$ cat src/rtl/shift_rows_stream.sv
// shift_rows_stream: streaming AES ShiftRows / InvShiftRows / bypass over LANES
// independent 128-bit states, with a 2-entry output FIFO that sustains one
// transfer per cycle. Data is transformed on the way into the FIFO, so the
// entries always hold finished results and the head drives out_* directly.
module shift_rows_stream #(
  parameter int LANES = 1,
  parameter int TAG_W = 4
) (
  input  logic                   clk,
  input  logic                   rst,
  input  logic                   in_valid,
  output logic                   in_ready,
  input  logic [1:0]             in_mode,
  input  logic [TAG_W-1:0]       in_tag,
  input  logic [128*LANES-1:0]   in_data,
  output logic                   out_valid,
  input  logic                   out_ready,
  output logic [TAG_W-1:0]       out_tag,
  output logic [128*LANES-1:0]   out_data,
  output logic [1:0]             occupancy,
  output logic                   mode_err
);

  localparam int DATA_W = 128 * LANES;

  // Byte (r,c) of a state sits at bits [127-8*(4c+r) -: 8]. Mode 00 rotates
  // row r left by r, mode 01 rotates it right by r, anything else passes through.
  function automatic logic [127:0] shift_state(input logic [127:0] s,
                                               input logic [1:0]   mode);
    logic [127:0] o;
    int           src;
    o = s;
    for (int r = 0; r < 4; r++) begin
      for (int c = 0; c < 4; c++) begin
        case (mode)
          2'b00:   src = (c + r) % 4;
          2'b01:   src = (c + 4 - r) % 4;
          default: src = c;
        endcase
        o[127-8*(4*c+r) -: 8] = s[127-8*(4*src+r) -: 8];
      end
    end
    return o;
  endfunction

  logic [DATA_W-1:0] xf_data;
  logic [DATA_W-1:0] ent0_data, ent1_data;
  logic [TAG_W-1:0]  ent0_tag, ent1_tag;
  logic [1:0]        cnt;
  logic              push, pop;

  // Apply the selected row rotation to every lane independently.
  always_comb begin
    xf_data = '0;
    for (int k = 0; k < LANES; k++) begin
      xf_data[128*k +: 128] = shift_state(in_data[128*k +: 128], in_mode);
    end
  end

  assign in_ready  = (cnt != 2'd2);
  assign out_valid = (cnt != 2'd0);
  assign occupancy = cnt;
  assign out_data  = ent0_data;
  assign out_tag   = ent0_tag;
  assign push      = in_valid & in_ready;
  assign pop       = out_valid & out_ready;

  // FIFO storage: entry 0 is always the head, entry 1 the one behind it.
  // Reset clears the entries too so a dropped stream never leaks onto out_data.
  always_ff @(posedge clk) begin
    if (rst) begin
      cnt       <= 2'd0;
      ent0_data <= '0;
      ent1_data <= '0;
      ent0_tag  <= '0;
      ent1_tag  <= '0;
      mode_err  <= 1'b0;
    end else begin
      case ({push, pop})
        2'b10: begin
          if (cnt == 2'd0) begin
            ent0_data <= xf_data;
            ent0_tag  <= in_tag;
          end else begin
            ent1_data <= xf_data;
            ent1_tag  <= in_tag;
          end
          cnt <= cnt + 2'd1;
        end
        2'b01: begin
          ent0_data <= ent1_data;
          ent0_tag  <= ent1_tag;
          cnt       <= cnt - 2'd1;
        end
        2'b11: begin
          if (cnt == 2'd1) begin
            ent0_data <= xf_data;
            ent0_tag  <= in_tag;
          end else begin
            ent0_data <= ent1_data;
            ent0_tag  <= ent1_tag;
            ent1_data <= xf_data;
            ent1_tag  <= in_tag;
          end
        end
        default: ;
      endcase
      if (push && (in_mode == 2'b11)) begin
        mode_err <= 1'b1;
      end
    end
  end

endmodule

$ cat config.mk
export PLATFORM = sky130hd
export DESIGN_NAME = shift_rows_stream
export DESIGN_NICKNAME = d
export VERILOG_FILES = /design/src/rtl/shift_rows_stream.sv
export SDC_FILE = /design/constraint.sdc
export NUM_CORES = 1
export LEC_CHECK = 0
export CAP_MARGIN = 5
export CORE_UTILIZATION = 42
export CTS_CLUSTER_DIAMETER = 150
export DETAILED_ROUTE_END_ITERATION = 8
export PLACE_DENSITY = 0.69
export SETUP_SLACK_MARGIN = 0.1
export SYNTH_ARGS = -nofsm -noshare
export SYNTH_HDL_FRONTEND = slang
export SYNTH_SLANG_ARGS = --single-unit
$ cat constraint.sdc
create_clock -name clk -period 2.8 [get_ports clk]
set_input_delay 0.56 -clock clk [delete_from_list [all_inputs] [get_ports clk]]
set_output_delay 0.56 -clock clk [all_outputs]
set_load 0.01 [all_outputs]
==> flow_summary_export.csv, run 1 <==
group,metric,value,unit
cells_and_area,n_fill_cell,2518,
global_routing,grt_pass1_vias,11200,
synth,netlist.area_leader.share,43.8,%
worst_setup_path,r2r_end,"out_data[0]$_SDFFE_PP0P_",
worst_setup_path,crit_start,"occupancy[0]$_SDFFE_PP0P_",
sta,slew_headroom,59.0,%
detailed_routing,drt_iter0_drc,968,
outcome,outcome,"complete, no violations",
cells_and_area,seq_area,0.00535,mm^2
cts,clock_latency,0.57,ns
global_routing,grt_usage,27.3,%
synth,yosysWarnings,0,
detailed_routing,wire_per_inst,20.2,um
cts,postCtsSetupBuffers,0,
detailed_routing,drt_first_pass_iters,5,
sta,fmax,0.395,GHz
synth,yosysSeqAreaShare,43.8,%
worst_setup_path,worstReg2RegStart,"occupancy[0]$_SDFFE_PP0P_",
cts,cts_sinks,267,
cells_and_area,final_area,0.0166,mm^2
detailed_routing,num_vias,12100,
cts,cts-root-buf,"clkbuf_16",
global_routing,antenna_found_initial,7,
synth,synth_area,0.0122,mm^2
floorplan,row_count,62,
cts,postCtsHoldBufs,0,
cells_and_area,final_core_util,57.8,%
place,placement.io_buffers,274,
worst_setup_path,required,2.24,ns
floorplan,ios,275,
synth,synth_cells,1467,
worst_setup_path,rr_worst_depth,11,
place,place_congestion,0.954,
floorplan,die_h,172,um
detailed_routing,drt_wl_total,41900,um
sta,min_period,2.53,ns
detailed_routing,drtAntennaViolNets,0,
hold_path,hold_start,"ent1_data[62]$_SDFFE_PP0P_",
power_and_ir_drop,finalPower,18.1,mW
flow_run,maxCapViolCount,0,
floorplan,core_area,0.0286,mm^2
global_routing,overflow,0,
sta,tns,0,ns
global_routing,grt_pass1_wl,63200,um
global_routing,grt_max_degree,112,
synth,yosysUniqueCellTypes,28,
cells_and_area,final_cell_mix,"clkdlybuf4s50_1 (271), dfxtp_1 (267), nor2_1 (167)",
synth,synth_seq_cells,267,
cts,cts_buffer_depth,3,
cells_and_area,area_growth,35.7,%
cells_and_area,final_layout_size_suffix_gt1_share,6.68,%
cts,cts_buffers,30,
synth,synth_nets,1611,
floorplan,die_w,172,um
sta,grt_setup_unrepaired,"false",
place,place_area,0.0155,mm^2
worst_setup_path,endpoint,"out_valid",
cts,cts_max_level,1,
detailed_routing,drc,0,
hold_path,holdCritPathClass,"reg2reg",
sta,fin_worst_skew,0.0174,ns
floorplan,die_area,0.0297,mm^2
worst_setup_path,cp_max_fo,4,
sta,setup_viol,0,
cells_and_area,layout.nets,1813,
worst_setup_path,start_kind,"register",
worst_setup_path,path_class,"reg2out",
cts,path_clk_slew,0.06,ns
synth,synth_top_cell_by_area,"dfxtp_1",
sta,slew_viol_final,0,
sta,final_hold_viol_count,0,
sta,finalCritPeriodShare,90.4,%
worst_setup_path,crit_arrival,1.97,ns
synth,synth_area_leaders,"dfxtp_1 (44%), a211oi_1 (7.9%), mux2i_1 (7.9%)",
cells_and_area,final_common_cell,"clkdlybuf4s50_1",
worst_setup_path,r2r_slack,0.29,ns
cts,cts_tree,"yes",
synth,avgSynthCellArea,8.32,um^2
place,dpl.hpwl,28300,um
cells_and_area,multiInputGateArea,0.00622,mm^2
worst_setup_path,worstSetupEndpointType,"output port",
sta,worstMarginPinSlew,0.615,ns
detailed_routing,via_per_inst,5.80,
power_and_ir_drop,ir_drop,675,uV
power_and_ir_drop,leakage,6.15,nW
floorplan,initial_core_util,42.6,%
power_and_ir_drop,powerDensity,1090,mW/mm^2
## flip-flops by register name, indices dropped and copies added, names as in the netlist
signal     count
out_tag        4
ent1_tag       4
mode_err       1
occupancy      2
ent1_data    128
out_data     128
## through the flow
| stage | worst slack (ns) | hold WS (ns) | cells |
|---|---|---|---|
| after detailed placement | 0.0194 | 0.446 | 2021 |
| after floorplan | 0.196 | 0.436 | 1467 |
| final | 0.270 | 0.454 | 2080 |
| after CTS | 0.185 | 0.454 | 2076 |
| after global routing | 0.122 | 0.478 | 2077 |
| after global placement | 0.0101 | 0.442 | 2021 |
## synth_stat cells
| library cell | n |
|---|---|
| o21ai_0 | 128 |
| nor2_1 | 167 |
| buf_1 | 8 |
| dfxtp_1 | 267 |
| a21oi_1 | 132 |
| nand3b_1 | 64 |
| a21oi_4 | 1 |
| a31oi_1 | 1 |
| clkbuf_1 | 94 |
| a21o_1 | 1 |
| inv_2 | 1 |
| nor3_1 | 68 |
| buf_2 | 39 |
| nand2b_1 | 1 |
| o211ai_1 | 64 |
| o21ai_1 | 1 |
| inv_1 | 5 |
| xor2_1 | 2 |
| a221oi_1 | 36 |
| o21a_1 | 2 |
| buf_4 | 10 |
| a211oi_1 | 129 |
| ha_1 | 6 |
| nand2_1 | 137 |
| nand2_2 | 2 |
| mux2i_1 | 96 |
| nor2b_1 | 4 |
| inv_4 | 1 |
## kinds of logic after synthesis
logic type,count (synthesis),synth area share (%)
compound gates,495,25.5
buf+inv,158,5.59
mux,96,7.88
simple gates,443,16.4
xor+xnor,2,0.144
fa+ha+maj,6,0.615
flops,267,43.8
## per-layer routing
| layer | part of all wire (%) | up-vias | global-route usage, % |
|---|---|---|---|
| met3 | 8.4 | 89 | 6.36 |
| li1 | - | 5719 | - |
| met5 | 0.083 | - | 0 |
| met1 | 42 | 5758 | 35.4 |
| met2 | 45 | 498 | 43.3 |
| met4 | 4.3 | 6 | 11.9 |
## power by group
group	switching, mW	leakage, nW	internal (mW)
combinational	4.43	3.43	3.59
clock	1.64	0.521	2.59
sequential	0.770	2.20	5.12
## how the worst min path moves through the flow
stage	to	slack, ns	cells past startpoint
2_1_floorplan	ent1_data[120]$_SDFFE_PP0P_	0.44	2
3_3_place_gp	ent1_data[121]$_SDFFE_PP0P_	0.44	2
3_5_place_dp	ent1_data[92]$_SDFFE_PP0P_	0.45	2
4_1_cts	ent1_data[92]$_SDFFE_PP0P_	0.45	2
5_1_grt	ent1_data[25]$_SDFFE_PP0P_	0.48	2
6_report	ent1_data[62]$_SDFFE_PP0P_	0.45	2
## repair_timing
item                                   in CTS  in global routing
gates resized for setup                     0                  2
setup endpoints to repair                   0                 47
endpoints found under the hold margin       0                  0
## final cells by class
| type | count | share of cell area, % |
|---|---|---|
| antenna | 4 | 0.0605 |
| clock buffer | 41 | 5.15 |
| clock inverter | 14 | 1.30 |
| inverter | 7 | 0.189 |
| multi-input combinational | 1042 | 37.6 |
| sequential | 267 | 32.3 |
| tap | 384 | 2.90 |
| timing repair buffer | 321 | 20.5 |
## critical path, stage by stage (launching register included)
cell and delay (ns):
dfxtp_1 0.41, inv_1 0.10, ha_2 0.25, inv_2 0.10, clkdlybuf4s50_1 0.54
Note: power is estimated with default switching activity, not from simulation.
==> run 2, diff against run 1 <==
--- a/config.mk
+++ b/config.mk
@@ -9,6 +9,7 @@
 export CORE_UTILIZATION = 42
 export CTS_CLUSTER_DIAMETER = 150
 export DETAILED_ROUTE_END_ITERATION = 8
+export MAX_ROUTING_LAYER = met4
 export PLACE_DENSITY = 0.69
 export SETUP_SLACK_MARGIN = 0.1
 export SYNTH_ARGS = -nofsm -noshare
==> run 2 against run 1 <==
First-iteration DRC count up 4.2%; highest routed layer is now met4; core utilization fell by 0.29 points; sequential share of layout area grew 0.16 points; non-clock buffer count is 3 higher; sequential cell count stayed put; via count shrank 0.70%; routed wire length is 0.31% lower; clock-buffer cell count is 4 higher; die area did not move; worst hold slack got worse by 0.0015 ns.
==> flow_summary_export.csv, run 2 (synthesis gave the netlist of run 1 again) <==
group,metric,value,unit
cells_and_area,n_fill_cell,2551,
global_routing,grt_usage,28.3,%
cells_and_area,layout.nets,1816,
flow_run,maxCapViolCount,0,
power_and_ir_drop,p_int,11.0,mW
global_routing,grt_pass1_vias,11200,
worst_setup_path,path_class,"reg2out",
detailed_routing,drt_wl_total,41800,um
detailed_routing,drt_first_pass_iters,6,
worst_setup_path,crit_arrival,1.94,ns
sta,slew_headroom,56.2,%
cts,path_clk_slew,0.06,ns
cells_and_area,final_common_cell,"clkdlybuf4s50_1",
worst_setup_path,cp_max_fo,4,
power_and_ir_drop,pwr-share-clk,21.9,%
cells_and_area,area_growth,35.0,%
sta,worstMarginPinSlew,0.656,ns
detailed_routing,drtAntennaViolNets,0,
global_routing,overflow,0,
floorplan,die_w,172,um
global_routing,grt_max_degree,110,
worst_setup_path,start_kind,"register",
detailed_routing,drc,0,
sta,slew_viol_final,0,
hold_path,holdCritPathClass,"reg2reg",
outcome,outcome,"complete, no violations",
global_routing,antenna_found_initial,13,
sta,fmax,0.399,GHz
power_and_ir_drop,leakage,6.10,nW
detailed_routing,num_vias,12000,
power_and_ir_drop,switching_share,38.2,%
cts,cts_tree,"yes",
place,dpl.hpwl,28100,um
worst_setup_path,worstSetupEndpointType,"output port",
floorplan,row_count,62,
floorplan,die_area,0.0297,mm^2
floorplan,initial_core_util,42.6,%
floorplan,ios,275,
place,place_congestion,0.972,
sta,fin_worst_skew,0.0143,ns
cells_and_area,final_layout_size_suffix_gt1_share,6.33,%
cts,cts_max_level,1,
floorplan,die_h,172,um
cells_and_area,final_cell_mix,"clkdlybuf4s50_1 (271), dfxtp_1 (267), nor2_1 (167)",
cts,cts_sinks,267,
power_and_ir_drop,powerDensity,1080,mW/mm^2
worst_setup_path,required,2.24,ns
sta,grt_setup_unrepaired,"false",
power_and_ir_drop,p_seq_share,33.1,%
cts,cts_buffers,30,
detailed_routing,wire_per_inst,20.0,um
power_and_ir_drop,ir_drop,688,uV
place,placement.io_buffers,274,
cts,cts_buffer_depth,3,
floorplan,core_area,0.0286,mm^2
detailed_routing,via_per_inst,5.74,
sta,min_period,2.50,ns
power_and_ir_drop,p_switching,6.78,mW
cts,cts-root-buf,"clkbuf_16",
detailed_routing,drt_iter0_drc,1009,
sta,final_hold_viol_count,0,
cts,clock_latency,0.56,ns
cells_and_area,final_core_util,57.5,%
sta,tns,0,ns
power_and_ir_drop,comb_power_share,45.0,%
global_routing,grt_pass1_wl,63500,um
sta,finalCritPeriodShare,89.4,%
sta,setup_viol,0,
-- run 2: final cells by class --
class                   count  area [um^2]  area share [%]
clock buffers              45          868            5.27
well taps                 384          480            2.92
inverters                   7         31.3           0.190
diodes                     13         32.5           0.197
multi-input cells        1042         6230            37.8
repair buffers            324         3400            20.6
flip-flops and latches    267         5350            32.4
clock inverters             6         86.3           0.524
-- run 2: final timing paths --
kind	startpoint	depth (start not counted)	slack [ns]	to
setup / recovery	occupancy[0]$_SDFFE_PP0P_	4	0.30	out_valid
hold / removal	ent1_data[125]$_SDFFE_PP0P_	2	0.45	ent1_data[125]$_SDFFE_PP0P_
setup reg to reg	occupancy[0]$_SDFFE_PP0P_	12	0.33	out_data[40]$_SDFFE_PP0P_
hold reg to reg	ent1_data[125]$_SDFFE_PP0P_	2	0.45	ent1_data[125]$_SDFFE_PP0P_
-- run 2: repair_timing --
item                                    4_1_cts  5_1_grt
hold buffers                                  0        0
gates resized for setup                       0        3
endpoints found under the setup margin        0       68
setup buffers                                 0        0
endpoints found under the hold margin         0        0
-- run 2: power by group through the flow --
stage	Combinational, mW	Clock (mW)	Sequential (mW)
finish	7.98	3.89	5.88
global placement	7.82	0	5.93
global route	8.73	4.09	6.02
detailed placement	7.91	0	5.95
CTS	7.97	3.94	5.89
floorplan	4.04	0	6.10
-- run 2: per-layer routing --
metal / global-route usage, % / wire length, um
met1: 35.2 / 17500
met2: 44.1 / 18900
met3: 7.71 / 3960
met4: 9.62 / 1460
met5: - / 0
-- run 2: per-stage QoR --
step           instances  instance area [um^2]  power (mW)  setup WS [ns]  hold WS [ns]
2_1_floorplan       1467                 12200        10.1          0.196         0.436
3_5_place_dp        2024                 15500        13.9       -0.00742         0.447
3_3_place_gp        2024                 15500        13.8        -0.0137         0.442
4_1_cts             2075                 16400        17.8          0.214         0.455
6_report            2088                 16500        17.7          0.296         0.453
5_1_grt             2088                 16500        18.8          0.179         0.465
-- run 2: critical path, cell delays in order, from the launching register on --
cell and delay (ns):
dfxtp_1 0.41, inv_1 0.10, ha_2 0.24, inv_2 0.10
clkdlybuf4s50_1 0.53
